--- src/rtl/wtlb_miss_ctl.sv ---
// Store-side TLB miss controller: queues AGU misses, drives the page walker for
// the oldest one, then replays it into the AGU under a bus hold until it hits or faults.
module wtlb_miss_ctl #(
    parameter int DEPTH     = 4,
    parameter int MAX_RETRY = 3
) (
    input  logic        clk,
    input  logic        rst,
    input  logic        except,
    input  logic        miss_en,
    input  logic [43:0] miss_addr,
    input  logic [3:0]  miss_attr,
    input  logic [20:0] miss_proc,
    output logic        full,
    output logic        overflow,
    output logic        walk_req,
    output logic [51:0] walk_addr,
    input  logic        walk_ack,
    input  logic        walk_done,
    input  logic        walk_fault,
    output logic        bus_hold,
    output logic        mex_en,
    output logic [43:0] mex_addr,
    output logic [3:0]  mex_attr,
    input  logic        tlb_hit,
    output logic        fault_en,
    output logic [43:0] fault_addr
);
    localparam int AW = $clog2(DEPTH);
    localparam int CW = AW + 1;
    localparam int RW = (MAX_RETRY > 1) ? $clog2(MAX_RETRY) : 1;
    localparam logic [CW-1:0] DEPTH_C    = CW'(DEPTH);
    localparam logic [RW-1:0] RETRY_LAST = RW'(MAX_RETRY - 1);

    typedef struct packed {
        logic [43:0] addr;
        logic [3:0]  attr;
        logic [20:0] proc;
    } miss_t;

    typedef enum logic [2:0] {IDLE, REQ, WAIT, HOLD, REPLAY, CHECK, DRAIN} state_t;

    miss_t          mem [DEPTH];
    logic [AW-1:0]  wr_ptr, rd_ptr;
    logic [CW-1:0]  count;
    logic [RW-1:0]  retry;
    state_t         state;

    miss_t head;
    logic  push, pop, retry_left, drain_walk;

    assign head       = mem[rd_ptr];
    assign full       = (count == DEPTH_C);
    assign push       = miss_en & ~full & ~except;
    assign retry_left = (retry < RETRY_LAST);
    assign pop        = ~except & (((state == WAIT) & walk_done & walk_fault) |
                                   ((state == CHECK) & (tlb_hit | ~retry_left)));
    // An accepted walk still owes us a walk_done; wait it out unless it is arriving now.
    assign drain_walk = (((state == WAIT) | (state == DRAIN)) & ~walk_done) |
                        ((state == REQ) & walk_ack);

    // Entry storage carries no reset; only slots behind a valid count are ever read.
    always_ff @(posedge clk) begin
        if (push)
            mem[wr_ptr] <= '{addr: miss_addr, attr: miss_attr, proc: miss_proc};
    end

    always_ff @(posedge clk or negedge rst) begin
        if (!rst) begin
            wr_ptr   <= '0;
            rd_ptr   <= '0;
            count    <= '0;
            overflow <= 1'b0;
        end else begin
            overflow <= miss_en & full & ~except;
            if (except) begin
                wr_ptr <= '0;
                rd_ptr <= '0;
                count  <= '0;
            end else begin
                if (push) wr_ptr <= wr_ptr + AW'(1);
                if (pop)  rd_ptr <= rd_ptr + AW'(1);
                count <= count + CW'(push) - CW'(pop);
            end
        end
    end

    always_ff @(posedge clk or negedge rst) begin
        if (!rst) begin
            state      <= IDLE;
            retry      <= '0;
            walk_req   <= 1'b0;
            walk_addr  <= '0;
            bus_hold   <= 1'b0;
            mex_en     <= 1'b0;
            mex_addr   <= '0;
            mex_attr   <= '0;
            fault_en   <= 1'b0;
            fault_addr <= '0;
        end else begin
            fault_en <= 1'b0;
            mex_en   <= 1'b0;
            mex_addr <= '0;
            mex_attr <= '0;
            if (except) begin
                state    <= drain_walk ? DRAIN : IDLE;
                walk_req <= 1'b0;
                bus_hold <= 1'b0;
            end else begin
                case (state)
                    IDLE: begin
                        if (count != '0) begin
                            retry     <= '0;
                            state     <= REQ;
                            walk_req  <= 1'b1;
                            walk_addr <= {head.proc, head.addr[43:13]};
                        end
                    end
                    REQ: begin
                        if (walk_ack) begin
                            state    <= WAIT;
                            walk_req <= 1'b0;
                        end
                    end
                    WAIT: begin
                        if (walk_done) begin
                            if (walk_fault) begin
                                fault_en   <= 1'b1;
                                fault_addr <= head.addr;
                                state      <= IDLE;
                            end else begin
                                state    <= HOLD;
                                bus_hold <= 1'b1;
                            end
                        end
                    end
                    HOLD: begin
                        state    <= REPLAY;
                        mex_en   <= 1'b1;
                        mex_addr <= head.addr;
                        mex_attr <= head.attr;
                    end
                    REPLAY: state <= CHECK;
                    CHECK: begin
                        bus_hold <= 1'b0;
                        if (tlb_hit) begin
                            state <= IDLE;
                        end else if (retry_left) begin
                            retry     <= retry + RW'(1);
                            state     <= REQ;
                            walk_req  <= 1'b1;
                            walk_addr <= {head.proc, head.addr[43:13]};
                        end else begin
                            fault_en   <= 1'b1;
                            fault_addr <= head.addr;
                            state      <= IDLE;
                        end
                    end
                    DRAIN: begin
                        if (walk_done) state <= IDLE;
                    end
                    default: state <= IDLE;
                endcase
            end
        end
    end
endmodule

--- config.mk ---
export PLATFORM = sky130hd
export DESIGN_NAME = wtlb_miss_ctl
export DESIGN_NICKNAME = d
export VERILOG_FILES = /design/src/rtl/wtlb_miss_ctl.sv
export SDC_FILE = /design/constraint.sdc
export NUM_CORES = 1
export LEC_CHECK = 0
export BUFFER_PORTS_ARGS = -buffer_cell sky130_fd_sc_hd__buf_2
export CAP_MARGIN = 10
export CELL_PAD_IN_SITES_DETAIL_PLACEMENT = 0
export CELL_PAD_IN_SITES_GLOBAL_PLACEMENT = 1
export CORE_MARGIN = 3
export CORE_UTILIZATION = 45
export CTS_BUF_LIST = sky130_fd_sc_hd__clkbuf_2
export CTS_CLUSTER_SIZE = 8
export DETAILED_ROUTE_END_ITERATION = 8
export PLACE_DENSITY_LB_ADDON = 0.1
export SETUP_SLACK_MARGIN = 0.4
export SYNTH_ARGS = -nofsm -noshare
export SYNTH_HDL_FRONTEND = slang
export SYNTH_SLANG_ARGS = --single-unit
--- constraint.sdc ---
create_clock -name clk -period 7 [get_ports clk]
set_clock_uncertainty 0.05 [all_clocks]
set_input_delay 0.35 -clock clk [delete_from_list [all_inputs] [get_ports clk]]
set_output_delay 0.35 -clock clk [all_outputs]
set_load 0.05 [all_outputs]
# Yosys cells after proc, flatten, opt, wreduce, memory -nomap -nowiden

Memories as Yosys holds them, arrays and structs flattened.
Cells that the tools add are included.

Flip-flop bits (word level): 161
Memory bits (writable): 276
Input bits: 77
Output and inout bits: 150
Logic and storage cells: 124
Memories kept: 1

Memories:

| name | words | width | read ports | clocked after Yosys merged registers in | write ports | line | source |
|---|---|---|---|---|---|---|---|
| mem  | 4     | 69    | 1          | 0                                       | 1           | 43   | `miss_t mem [DEPTH];` |

$add $sub $neg: 5
Order comparisons: 1
Eq/ne operators: 20
Mux-type cells: 52
Bitwise operators: 18
Reductions and logical operators: 13

Operator list:

| cell                                           | number |
|---|---|
| 2-to-1 mux 44 bit                              | 6 |
| 2-to-1 mux 52 bit                              | 3 |
| case mux 52 bit (2 select lines)               | 1 |
| case mux 44 bit (2 select lines)               | 1 |
| 2-to-1 mux 3 bit                               | 7 |
| != test 3 bit (second input constant)          | 7 |
| case mux 3 bit (7 select lines)                | 1 |
| 2-to-1 mux 1 bit                               | 19 |
| 2-to-1 mux 2 bit                               | 8 |
| == test 3 bit (second input constant)          | 4 |
| != test 2 bit (second input constant)          | 6 |
| AND 1 bit                                      | 10 |
| AND reduction 5 bit                            | 2 |
| 2-to-1 mux 4 bit                               | 2 |
| nonzero test 2 bit                             | 4 |
| adder 2 x 1 -> 2 bit (second input constant)   | 3 |
| == test 3 x 2 -> 1 bit (second input constant) | 2 |
| AND reduction 6 bit                            | 1 |
| nonzero test 3 bit                             | 2 |
| inverter 1 bit                                 | 4 |
| OR 1 bit                                       | 4 |
| case mux 1 bit (2 select lines)                | 2 |
| case mux 2 bit (2 select lines)                | 1 |
| AND reduction 4 bit                            | 1 |
| 8 further kinds                                | 8 |

# Depth between registers and ports, before layout

Gate-level depths: netlist of run 1.

Word-level depth: 8
Depth in mapped cells: 12
Mapped depth without buffers: 11

# Worst setup path before layout of run 1

OpenSTA, ideal clock, no wires.

Kind: reg-to-reg
Start: register count[2]
End: memory mem[0][0] in the netlist's numbering (enable)
Setup time: 435 ps
Arrival: 2715 ps
Data required time: 6515 ps
Slack: 3800 ps
Stages on the path, launching flop included: 5
Path buffers: 0
Clock period less this slack: 3200 ps
Cells stage by stage: dfrtp_1 > or3b_2 > inv_1 > nor2_1 > and2_1

Longest elaborated chain between the ends: 6

Ends and longest elaborated chain:

| element                                | line | source |
|---|---|---|
| from (decl)                            | 45   | `logic [CW-1:0] count;` |
| from (signal assigned)                 | 83   | `count <= count + CW'(push) - CW'(pop);` |
| == test 3 bit                          | 53   | `assign full = (count == DEPTH_C);` |
| named net full                         | 14   | `output logic full,` |
| inverter 1 bit                         | 54   | `assign push = miss_en & ~full & ~except;` |
| AND 1 bit (2 in a row)                 | 54   |  |
| 2-to-1 mux 1 bit                       | 64   | `if (push)` |
| 2-to-1 mux 1 bit (not written as such) | 65   | `mem[wr_ptr] <= '{addr: miss_addr, attr: miss_attr, proc: miss_proc};` |
| to (decl)                              | 43   |  |

The timed path passes the listed nets, and every way through them passes these cells.

# Worst setup path in the final report of run 1

Start: register rd_ptr[0]
End: register fault_addr[13]

Longest elaborated chain between the ends: 4
Elaborated cells on any way between the ends: 6
Classes of those cells: mux (5); memory (1)

Ends and longest elaborated chain:

| element                              | line     | source |
|---|---|---|
| from (decl)                          | 44       | `logic [AW-1:0] wr_ptr, rd_ptr;` |
| from (signal assigned)               | 82       | `if (pop) rd_ptr <= rd_ptr + AW'(1);` |
| memory read (4 x 69 bit) (*)         | -        |  |
| 2-to-1 mux 44 bit (on tied branches) | 148, 127 |  |
| 2-to-1 mux 44 bit (on tied branches) | 146, 126 |  |
| case mux 44 bit (2 select lines) (*) | 110      | `case (state)` |
| to (signal assigned)                 | 129      | `fault_addr <= head.addr;` |
| to (signal assigned)                 | 155      | `fault_addr <= head.addr;` |
| to (decl)                            | 27       | `output logic [43:0] fault_addr` |

Mark *: on every way between the ends. The rest lies on a longest branch, timed or not. The select of a mux whose other input is x is not followed.
A chain may end at the register's enable or synchronous reset.

==> results of run 1 <==
worst max path at each step:
stage                     endpoint  slack, ns  cells past startpoint
floorplan                mem[0][0]       3.80                      4
global placement    fault_addr[43]       4.16                      3
detailed placement  fault_addr[43]       4.13                      3
CTS                 fault_addr[13]       4.07                      3
global route         walk_addr[49]       3.94                      3
finish              fault_addr[13]       4.19                      3
per-stage QoR:
| step | power (W) | setup WS [ns] | util (%) | instance area (um2) | hold WS, ns |
|---|---|---|---|---|---|
| final | 0.00712 | 4.19 | 57.6 | 20000 | 0.132 |
| after global routing | 0.00749 | 3.94 | 57.6 | 20000 | 0.0134 |
| after CTS | 0.00723 | 4.07 | 57.6 | 20000 | 0.000305 |
| after detailed placement | 0.00545 | 4.13 | 50.7 | 17600 | 0.289 |
| after global placement | 0.00543 | 4.16 | 50.7 | 17600 | 0.287 |
| after floorplan | 0.00489 | 3.80 | - | 16000 | 0.00441 |
routing by layer:
layer	track usage (%)	vias up
li1	-	3969
met1	24.4	4449
met2	29.2	252
met3	5.69	41
met4	5.80	0
met5	0	-
critical path, delay by kind of cell, from the launching register on:
family / cells / cell delay [ns]
buffers and inverters: 1 / 0.73
DFF: 1 / 0.92
muxes: 2 / 0.88
power by group:
group / internal, W / leakage, nW / total (W) / switching, W
Sequential: 0.00313 / 4.61 / 0.00332 / 0.000194
Combinational: 0.000670 / 2.86 / 0.00210 / 0.00143
Clock: 0.000702 / 0.795 / 0.00169 / 0.000989
logic make-up after synthesis:
logic type      count (synthesis)  synth area share (%)
compound gates                 20                 0.884
mux                           166                  16.6
flops                         437                  77.0
simple gates                   97                  3.42
fa+ha+maj                       7                 0.595
buf+inv                        46                  1.29
xor+xnor                        4                 0.219
layout by cell type, fill, tap and decap left out, types with 3 or more instances in the layout:
| master | n |
|---|---|
| buf_4 | 11 |
| ha_1 | 6 |
| and2_4 | 4 |
| nand2_1 | 8 |
| edfxtp_1 | 276 |
| mux4_2 | 69 |
| and2_1 | 49 |
| o21ai_0 | 5 |
| dlygate4sd3_1 | 135 |
| nor3_1 | 5 |
| dfrtp_1 | 159 |
| nor2_1 | 16 |
| a21oi_1 | 5 |
| diode_2 | 3 |
| buf_2 | 225 |
| mux2_2 | 97 |
| xnor2_1 | 3 |
| inv_1 | 11 |
| clkinv_1 | 16 |
| clkbuf_2 | 179 |
registers in the layout, indices dropped and copies added (netlist names), 2 cells and up:
name / cells
mex_attr: 4
walk_addr: 52
mex_addr: 44
wr_ptr: 2
retry: 2
fault_addr: 44
state: 3
count: 3
rd_ptr: 2
mem: 276
repair_timing:
action	in CTS	in global routing
endpoints found under the setup margin	0	0
endpoints found under the hold margin	452	0
hold buffers	136	0
resized for setup	0	0
cell type report:
type	count	area [um2]	area share, %
clock buffers	179	896	4.47
multi-input cells	294	3490	17.4
well taps	455	569	2.84
clock inverters	21	110	0.550
diodes	3	7.51	0.0375
flip-flops and latches	437	12300	61.5
repair buffers	373	2600	13.0
inverters	11	41.3	0.206
==> impl_metrics.toml, run 1 <==
[clock_network]
cts_sinks = 437
cts_buffer_depth = 3
cts_root_buf = "clkbuf_2"
path_clk_slew_ns = 0.10
postCtsSetupBuffers = 0
cts_tree = "built"
cts_buffers = 108
clk_latency_ns = 0.97
htreeDepth = 3

[routing]
drt_iter0_markers = 379
drt-vias-per-instance = 4.91
ant_nets = 0
dr_total_vias = 8711
drc = 0
wl_met2_um = 16600
totalWireLength_um = 34100
first_pass_iters = 5
wl_per_cell_um = 19.2
dr_wl_met3_um = 2230
routed.top_layer = "met4"
drt-met1-wl_um = 14800

[sta]
maxSlewHeadroom_pct = 37.5
tns_ns = 0
fin_crit_ns = 2.81
worstMarginPinSlew_ns = 0.933
max_freq_mhz = 355
fin_crit_sh_pct = 40.2
rsz0062_at_grt = "false"
finalMaxSlewViolations = 0
setup_viol = 0
finalHoldViolations = 0

[cells_and_area]
final_cells = 1773
fillers = 2829
drive_gt1_share_pct = 45.7
finalNetCount = 1309
areaGrowthSynthToFinish_pct = 25.3

[floorplan]
die_w_um = 194
fp-row-count = 68
initial_core_util_pct = 45.9
die_y_um = 194
core_area_um2 = 34800
ios = 227
die_area_um2 = 37800

[global_routing]
antenna_found_initial = 3
grt_max_degree = 56
grt_pass1_wl_um = 53800
grtUsageTotal_pct = 18.3
grt_remaining_overflow = 0
first_global_vias = 9587

[critical_path]
end_kind = "flop"
required_ns = 7.75
cp_cell_sequence = "buf_4, mux4_2, mux2_2"
r2r_slack_ns = 4.19
cp_max_fo = 36
r2r-end = "fault_addr[13]"
worst_r2r_path_depth = 3
crit_path_start = "rd_ptr[0]"
timing.critical_path.from_type = "flop"
critPathSlowestCell = "dfrtp_4"
crit_type = "flop to flop"
critPathMaxStageDelay_ns = 0.92
r2r_start = "rd_ptr[0]"
cp.arrival_ns = 3.56

[yosys]
synthTopCellsByCount = "276 x edfxtp_1, 161 x dfrtp_1, 97 x mux2_2, 69 x mux4_2, 53 x and2_1"
syn_area_um2 = 16000
netlist.area_leader.share_pct = 51.8
ys.flop_type = "edfxtp_1"
synth_cells = 777
synth_edf_count = 276
ys_warn_count = 0
async_reset_ff_share_pct = 36.8
synthesis.nets = 861
yosys-top-cells-area = "edfxtp_1 52%, dfrtp_1 25%, mux4_2 9.7%"
avgSynthCellArea_um2 = 20.6
synth_top_area_cell = "edfxtp_1"
ys_types = 37
seq_area_frac_synth_pct = 77.0
synthMostInstantiatedCell = "edfxtp_1"
synth_seq_cells = 437

[job]
maxCapViolCount = 0

[min_path]
hold_path.class = "primary input to flop"
hold_depth = 2
hold_end = "mem[0][67]"
hp-start = "miss_addr[42]"

[placed_design]
dpl.hpwl_um = 19700
placed_cells = 1434
io_buffers = 226
gp_congestion = 0.735

[pwr]
leakage_nw = 8.26
peakVddDrop_mv = 0.184
p_per_area_nw_per_um2 = 355

[run_status]
status = "finished, final reports clean"
(Power assumes the default switching activity.)
==> run 2: changes to the inputs <==
Clock period 7 ns to 2.89 ns, I/O delays scaled along.
==> run 2 against run 1 <==
  * Wire length up 0.22%
  * First-iteration DRC count down 15%
  * Highest routed layer unchanged
  * Largest power group unchanged
  * Critical path type unchanged
  * Total power up 140%
  * Utilization up 1.2 points
==> impl_metrics.toml, run 2 (synthesized netlist as in run 1, its figures left out) <==
[sta]
maxSlewHeadroom_pct = 60.5
fin_crit_ns = 2.37
tns_ns = 0
setup_viol = 0
fin_crit_sh_pct = 82.0
finalMaxSlewViolations = 0
finalHoldViolations = 0
rsz0062_at_grt = "false"
layout_setup_ws_ns = 0.522
max_freq_mhz = 422
worstMarginPinSlew_ns = 0.592

[clock_network]
cts_root_buf = "clkbuf_2"
cts_buffer_depth = 3
cts_sinks = 437
clk_latency_ns = 0.96
cts_tree = "built"
path_clk_slew_ns = 0.11
cts_buffers = 110
htreeDepth = 3

[routing]
wl_per_cell_um = 18.9
totalWireLength_um = 34200
dr_total_vias = 8846
drc = 0
ant_nets = 0
drt_iter0_markers = 322
first_pass_iters = 4
drt-vias-per-instance = 4.90

[floorplan]
initial_core_util_pct = 45.9
ios = 227
die_y_um = 194
core_area_um2 = 34800
die_area_um2 = 37800
fp-row-count = 68
die_w_um = 194

[critical_path]
cp.arrival_ns = 3.15
crit_type = "flop to flop"
cp_cell_sequence = "and3b_1, a32oi_2, nor2_1, ha_1, inv_1, ha_1, inv_1, fa_1, xnor2_1, nor2_1"
end_kind = "flop"
timing.critical_path.from_type = "flop"
cp_max_fo = 11
required_ns = 3.67
critPathSlowestCell = "dfrtp_2"
critPathMaxStageDelay_ns = 0.49

[cells_and_area]
fillers = 2845
areaGrowthSynthToFinish_pct = 27.8
top_regs = "mem x276, walk_addr x52"
finalNetCount = 1337
seq_area_um2 = 12300
drive_gt1_share_pct = 45.3
largest_register = "mem"
multi_input_comb_area_um2 = 3500
final_common_cell = "edfxtp_1"
layout_common_cells = "276 x edfxtp_1, 224 x buf_2, 176 x clkbuf_2, 157 x dfrtp_1, 156 x dlygate4sd3_1"
largest_reg_flops = 276

[pwr]
pwr-share-clk_pct = 23.8
fin_total_pwr_w = 0.0173
peakVddDrop_mv = 0.598
p_int_w = 0.0110
p_per_area_nw_per_um2 = 848
netSwitchingFraction_pct = 36.7
power_frac_seq_pct = 46.3
combPwrFrac_pct = 29.9
leakage_nw = 8.40
switchingPower_w = 0.00635

[global_routing]
grt_pass1_wl_um = 54000
antenna_found_initial = 3
grtUsageTotal_pct = 18.3
grt_max_degree = 97
first_global_vias = 9692
grt_remaining_overflow = 0

[min_path]
hold_path.class = "primary input to flop"

[placed_design]
dpl.hpwl_um = 19200
gp_congestion = 0.710
dp_slack_ns = 0.384
io_buffers = 226

[job]
maxCapViolCount = 0

[run_status]
status = "finished, final reports clean"
run 2: routing by layer:
layer,up-vias,part of all wire (%),GRT usage [%]
met5,-,0,0
met4,0,1.6,6.33
met3,46,6.3,5.30
met2,257,49,29.8
met1,4502,43,24.0
li1,4041,-,-
run 2: path summary, 6_finish.rpt:
check                                 end  cells after the start  slack [ns]      from
min in group asynchronous        retry[1]                      4        0.37       rst
hold reg to reg                  retry[1]                      1        0.45  retry[0]
hold / removal                   retry[1]                      5        0.16   tlb_hit
setup reg to reg                 count[2]                     10        0.52  state[0]
setup / recovery                 count[2]                     10        0.52  state[0]
max in group asynchronous  fault_addr[15]                      4        1.89       rst
run 2: what timing repair did:
action                                  CTS  global route
pin swaps                                 0             0
hold buffers                            156             0
endpoints found under the setup margin    2             2
gates cloned                              0             0
gates resized for setup                   3             4
buffers inserted                          0             0
hold endpoints to repair                800             0
run 2: power groups by stage:
stage / Combinational, W / Clock (W) / Sequential (W)
2_1_floorplan: 0.00162 / 0 / 0.0102
3_3_place_gp: 0.00501 / 0 / 0.00816
3_5_place_dp: 0.00504 / 0 / 0.00818
4_1_cts: 0.00525 / 0.00432 / 0.00804
5_1_grt: 0.00548 / 0.00470 / 0.00814
6_report: 0.00518 / 0.00412 / 0.00803
run 2: layout make-up:
cell class              count  area share (%)
flip-flops and latches    437            60.3
multi-input cells         294            17.1
repair buffers            399            14.5
clock buffers             176            4.31
well taps                 455            2.79
clock inverters            33           0.759
inverters                  11           0.220
diodes                      2          0.0245
run 2: worst max-delay path, delay by kind of cell (launching register included):
| family | cells | cell delay [ns] |
|---|---|---|
| AO/OA/AOI/OAI | 1 | 0.29 |
| adder cells (fa/ha/maj) | 3 | 0.78 |
| AND/OR/NAND/NOR | 3 | 0.36 |
| XOR/XNOR | 1 | 0.16 |
| flip-flops | 1 | 0.49 |
| buffers and inverters | 2 | 0.10 |
run 2: per-stage QoR:
stage	instances	utilization, %	hold slack, ns	instance area, um2
floorplan	777	-	-0.201	16000
global placement	1440	51.2	0.138	17800
detailed placement	1440	51.2	0.141	17800
CTS	1805	58.7	0.0365	20400
global route	1807	58.7	0.0942	20400
finish	1807	58.7	0.158	20400
==> run 3: changes to the inputs <==
Clock period 2.89 ns to 2 ns, I/O delays scaled along.
==> run 3 against run 2 <==
  * The flow now finishes with violations (negative setup slack)
  * Via count grew 11%
  * Hold slack gained 0.0078 ns
  * Global-route usage grew 3.9 points
  * Wire length grew 26%
  * Largest power group unchanged
  * Highest routed layer unchanged
==> impl_metrics.toml, run 3 (synthesized netlist as in run 1, its figures left out) <==
[cells_and_area]
largest_reg_flops = 276
final_area_um2 = 24500
areaGrowthSynthToFinish_pct = 53.1
largest_register = "mem"
top_regs = "mem x276, walk_addr x52"
layout_common_cells = "276 x edfxtp_1, 174 x clkbuf_2, 171 x buf_6, 159 x dfrtp_1, 154 x dlygate4sd3_1"
finalNetCount = 1515
final_common_cell = "edfxtp_1"
drive_gt1_share_pct = 52.9
final_cells = 1985

[routing]
drt-vias-per-instance = 4.96
drt-met1-wl_um = 18100
wl_met2_um = 21800
drt_iter0_markers = 479
ant_nets = 0
dr_wl_met3_um = 2190
dr_total_vias = 9844
drc = 0
wl_per_cell_um = 21.6
totalWireLength_um = 42900
first_pass_iters = 5
routed.top_layer = "met4"

[placed_design]
io_buffers = 226
dpl.hpwl_um = 21700
placed_cell_area_um2 = 18400
gp_congestion = 0.761
placed_cells = 1472

[clock_network]
cts_sinks = 437
clk_latency_ns = 1.01
path_clk_slew_ns = 0.10
cts_root_buf = "clkbuf_2"
cts_buffer_depth = 3
cts_buffers = 106
cts_tree = "built"
htreeDepth = 3

[floorplan]
die_area_um2 = 37800
fp-row-count = 68
ios = 227
die_y_um = 194
die_w_um = 194
core_area_um2 = 34800
initial_core_util_pct = 45.9

[min_path]
hold_depth = 6
hold_end = "rd_ptr[0]"
hp-start = "walk_fault"
hold_path.class = "primary input to flop"

[critical_path]
critPathMaxStageDelay_ns = 0.41
worst_r2r_path_depth = 11
end_kind = "output pin"
crit_type = "flop to output pin"
cp_max_fo = 2
cp_cell_sequence = "or3b_4, clkinvlp_4, buf_6, buf_8"
cp_top_family = "simple AND/OR/NAND/NOR gates"
critPathSlowestCell = "or3b_4"
timing.critical_path.from_type = "flop"
cp.arrival_ns = 2.13
r2r_slack_ns = -0.26
cp.buffers_inverters = 3
r2r-end = "count[1]"
r2r_start = "count[1]"
required_ns = 1.85

[job]
maxCapViolCount = 0

[global_routing]
grt_pass1_wl_um = 63500
first_global_vias = 10575
antenna_found_initial = 2
grt_max_degree = 52
grtUsageTotal_pct = 22.2
grt_remaining_overflow = 0

[run_status]
failed_checks = "negative setup slack"
status = "complete, but fails checks"

[sta]
max_freq_mhz = 439
layout_setup_ws_ns = -0.277
maxSlewHeadroom_pct = 72.2
finalHoldViolations = 0
setup_viol = 251
tns_ns = -22.19
worstMarginPinSlew_ns = 0.417
finalMaxSlewViolations = 0
fin_crit_sh_pct = 114
fin_crit_ns = 2.28
rsz0062_at_grt = "true"

[pwr]
p_per_area_nw_per_um2 = 1210
peakVddDrop_mv = 1.03
leakage_nw = 10.2
==> run 3: cell count changes in the layout (fill, tap and decap cells not counted), moves of 31 or more <==
cell and change:
buf_6 +170, buf_2 -147, mux2_4 +97, mux2_2 -97, buf_4 +82, buf_16 +31
==> run 3: layer usage <==
metal	track usage (%)	up-vias
met5	0	-
met4	6.46	0
met3	5.86	59
met2	37.2	286
met1	29.0	5067
li1	-	4432
==> run 3: area by class of cell <==
class / instances / area, um2
well taps: 455 / 569
inverters: 11 / 45.0
clock inverters: 28 / 166
fillers: 2285 / 10300
clock buffers: 174 / 871
diodes: 5 / 12.5
repair buffers: 579 / 6520
flip-flops and latches: 437 / 12300
multi-input cells: 296 / 3970
==> run 3: through the flow <==
step | power [W] | hold WS, ns | worst slack, ns | utilization (%)
6_report | 0.0297 | 0.165 | -0.277 | 70.3
5_1_grt | 0.0311 | 0.142 | -0.436 | 70.3
4_1_cts | 0.0290 | 0.0566 | -0.382 | 67.8
3_5_place_dp | 0.0196 | -0.0155 | -0.220 | 52.8
3_3_place_gp | 0.0195 | -0.0166 | -0.191 | 52.8
2_1_floorplan | 0.0174 | -0.246 | -0.350 | -
==> run 3: where the power goes <==
group	internal, W	leakage, nW	switching, W
sequential	0.0110	4.61	0.000850
combinational	0.00581	4.84	0.00597
clock	0.00255	0.807	0.00354
total	0.0193	10.2	0.0104
==> run 3: worst register-to-register path, cell delays in order, from the launching register on <==
cell        delay, ns
dfrtp_1          0.39
or3b_4           0.41
clkinvlp_4       0.09
buf_4            0.11
nor2_4           0.04
inv_2            0.04
ha_1             0.21
inv_1            0.06
ha_2             0.16
inv_2            0.04
fa_2             0.52
nor2_1           0.04
==> run 3: how the worst max path moves through the flow <==
stage / endpoint / slack (ns) / startpoint / depth (start not counted)
2_1_floorplan: count[1] / -0.35 / count[2] / 10
3_3_place_gp: count[1] / -0.19 / retry[1] / 9
3_5_place_dp: count[1] / -0.22 / retry[1] / 9
4_1_cts: full / -0.38 / count[1] / 4
5_1_grt: full / -0.44 / count[1] / 4
6_report: full / -0.28 / count[1] / 4
==> run 3: timing repair <==
item	CTS	global route
cloned	29	13
setup buffers	61	48
resized for setup	393	63
setup endpoints to repair	563	580
hold buffers	155	0
pin swaps	7	8
hold endpoints to repair	722	0
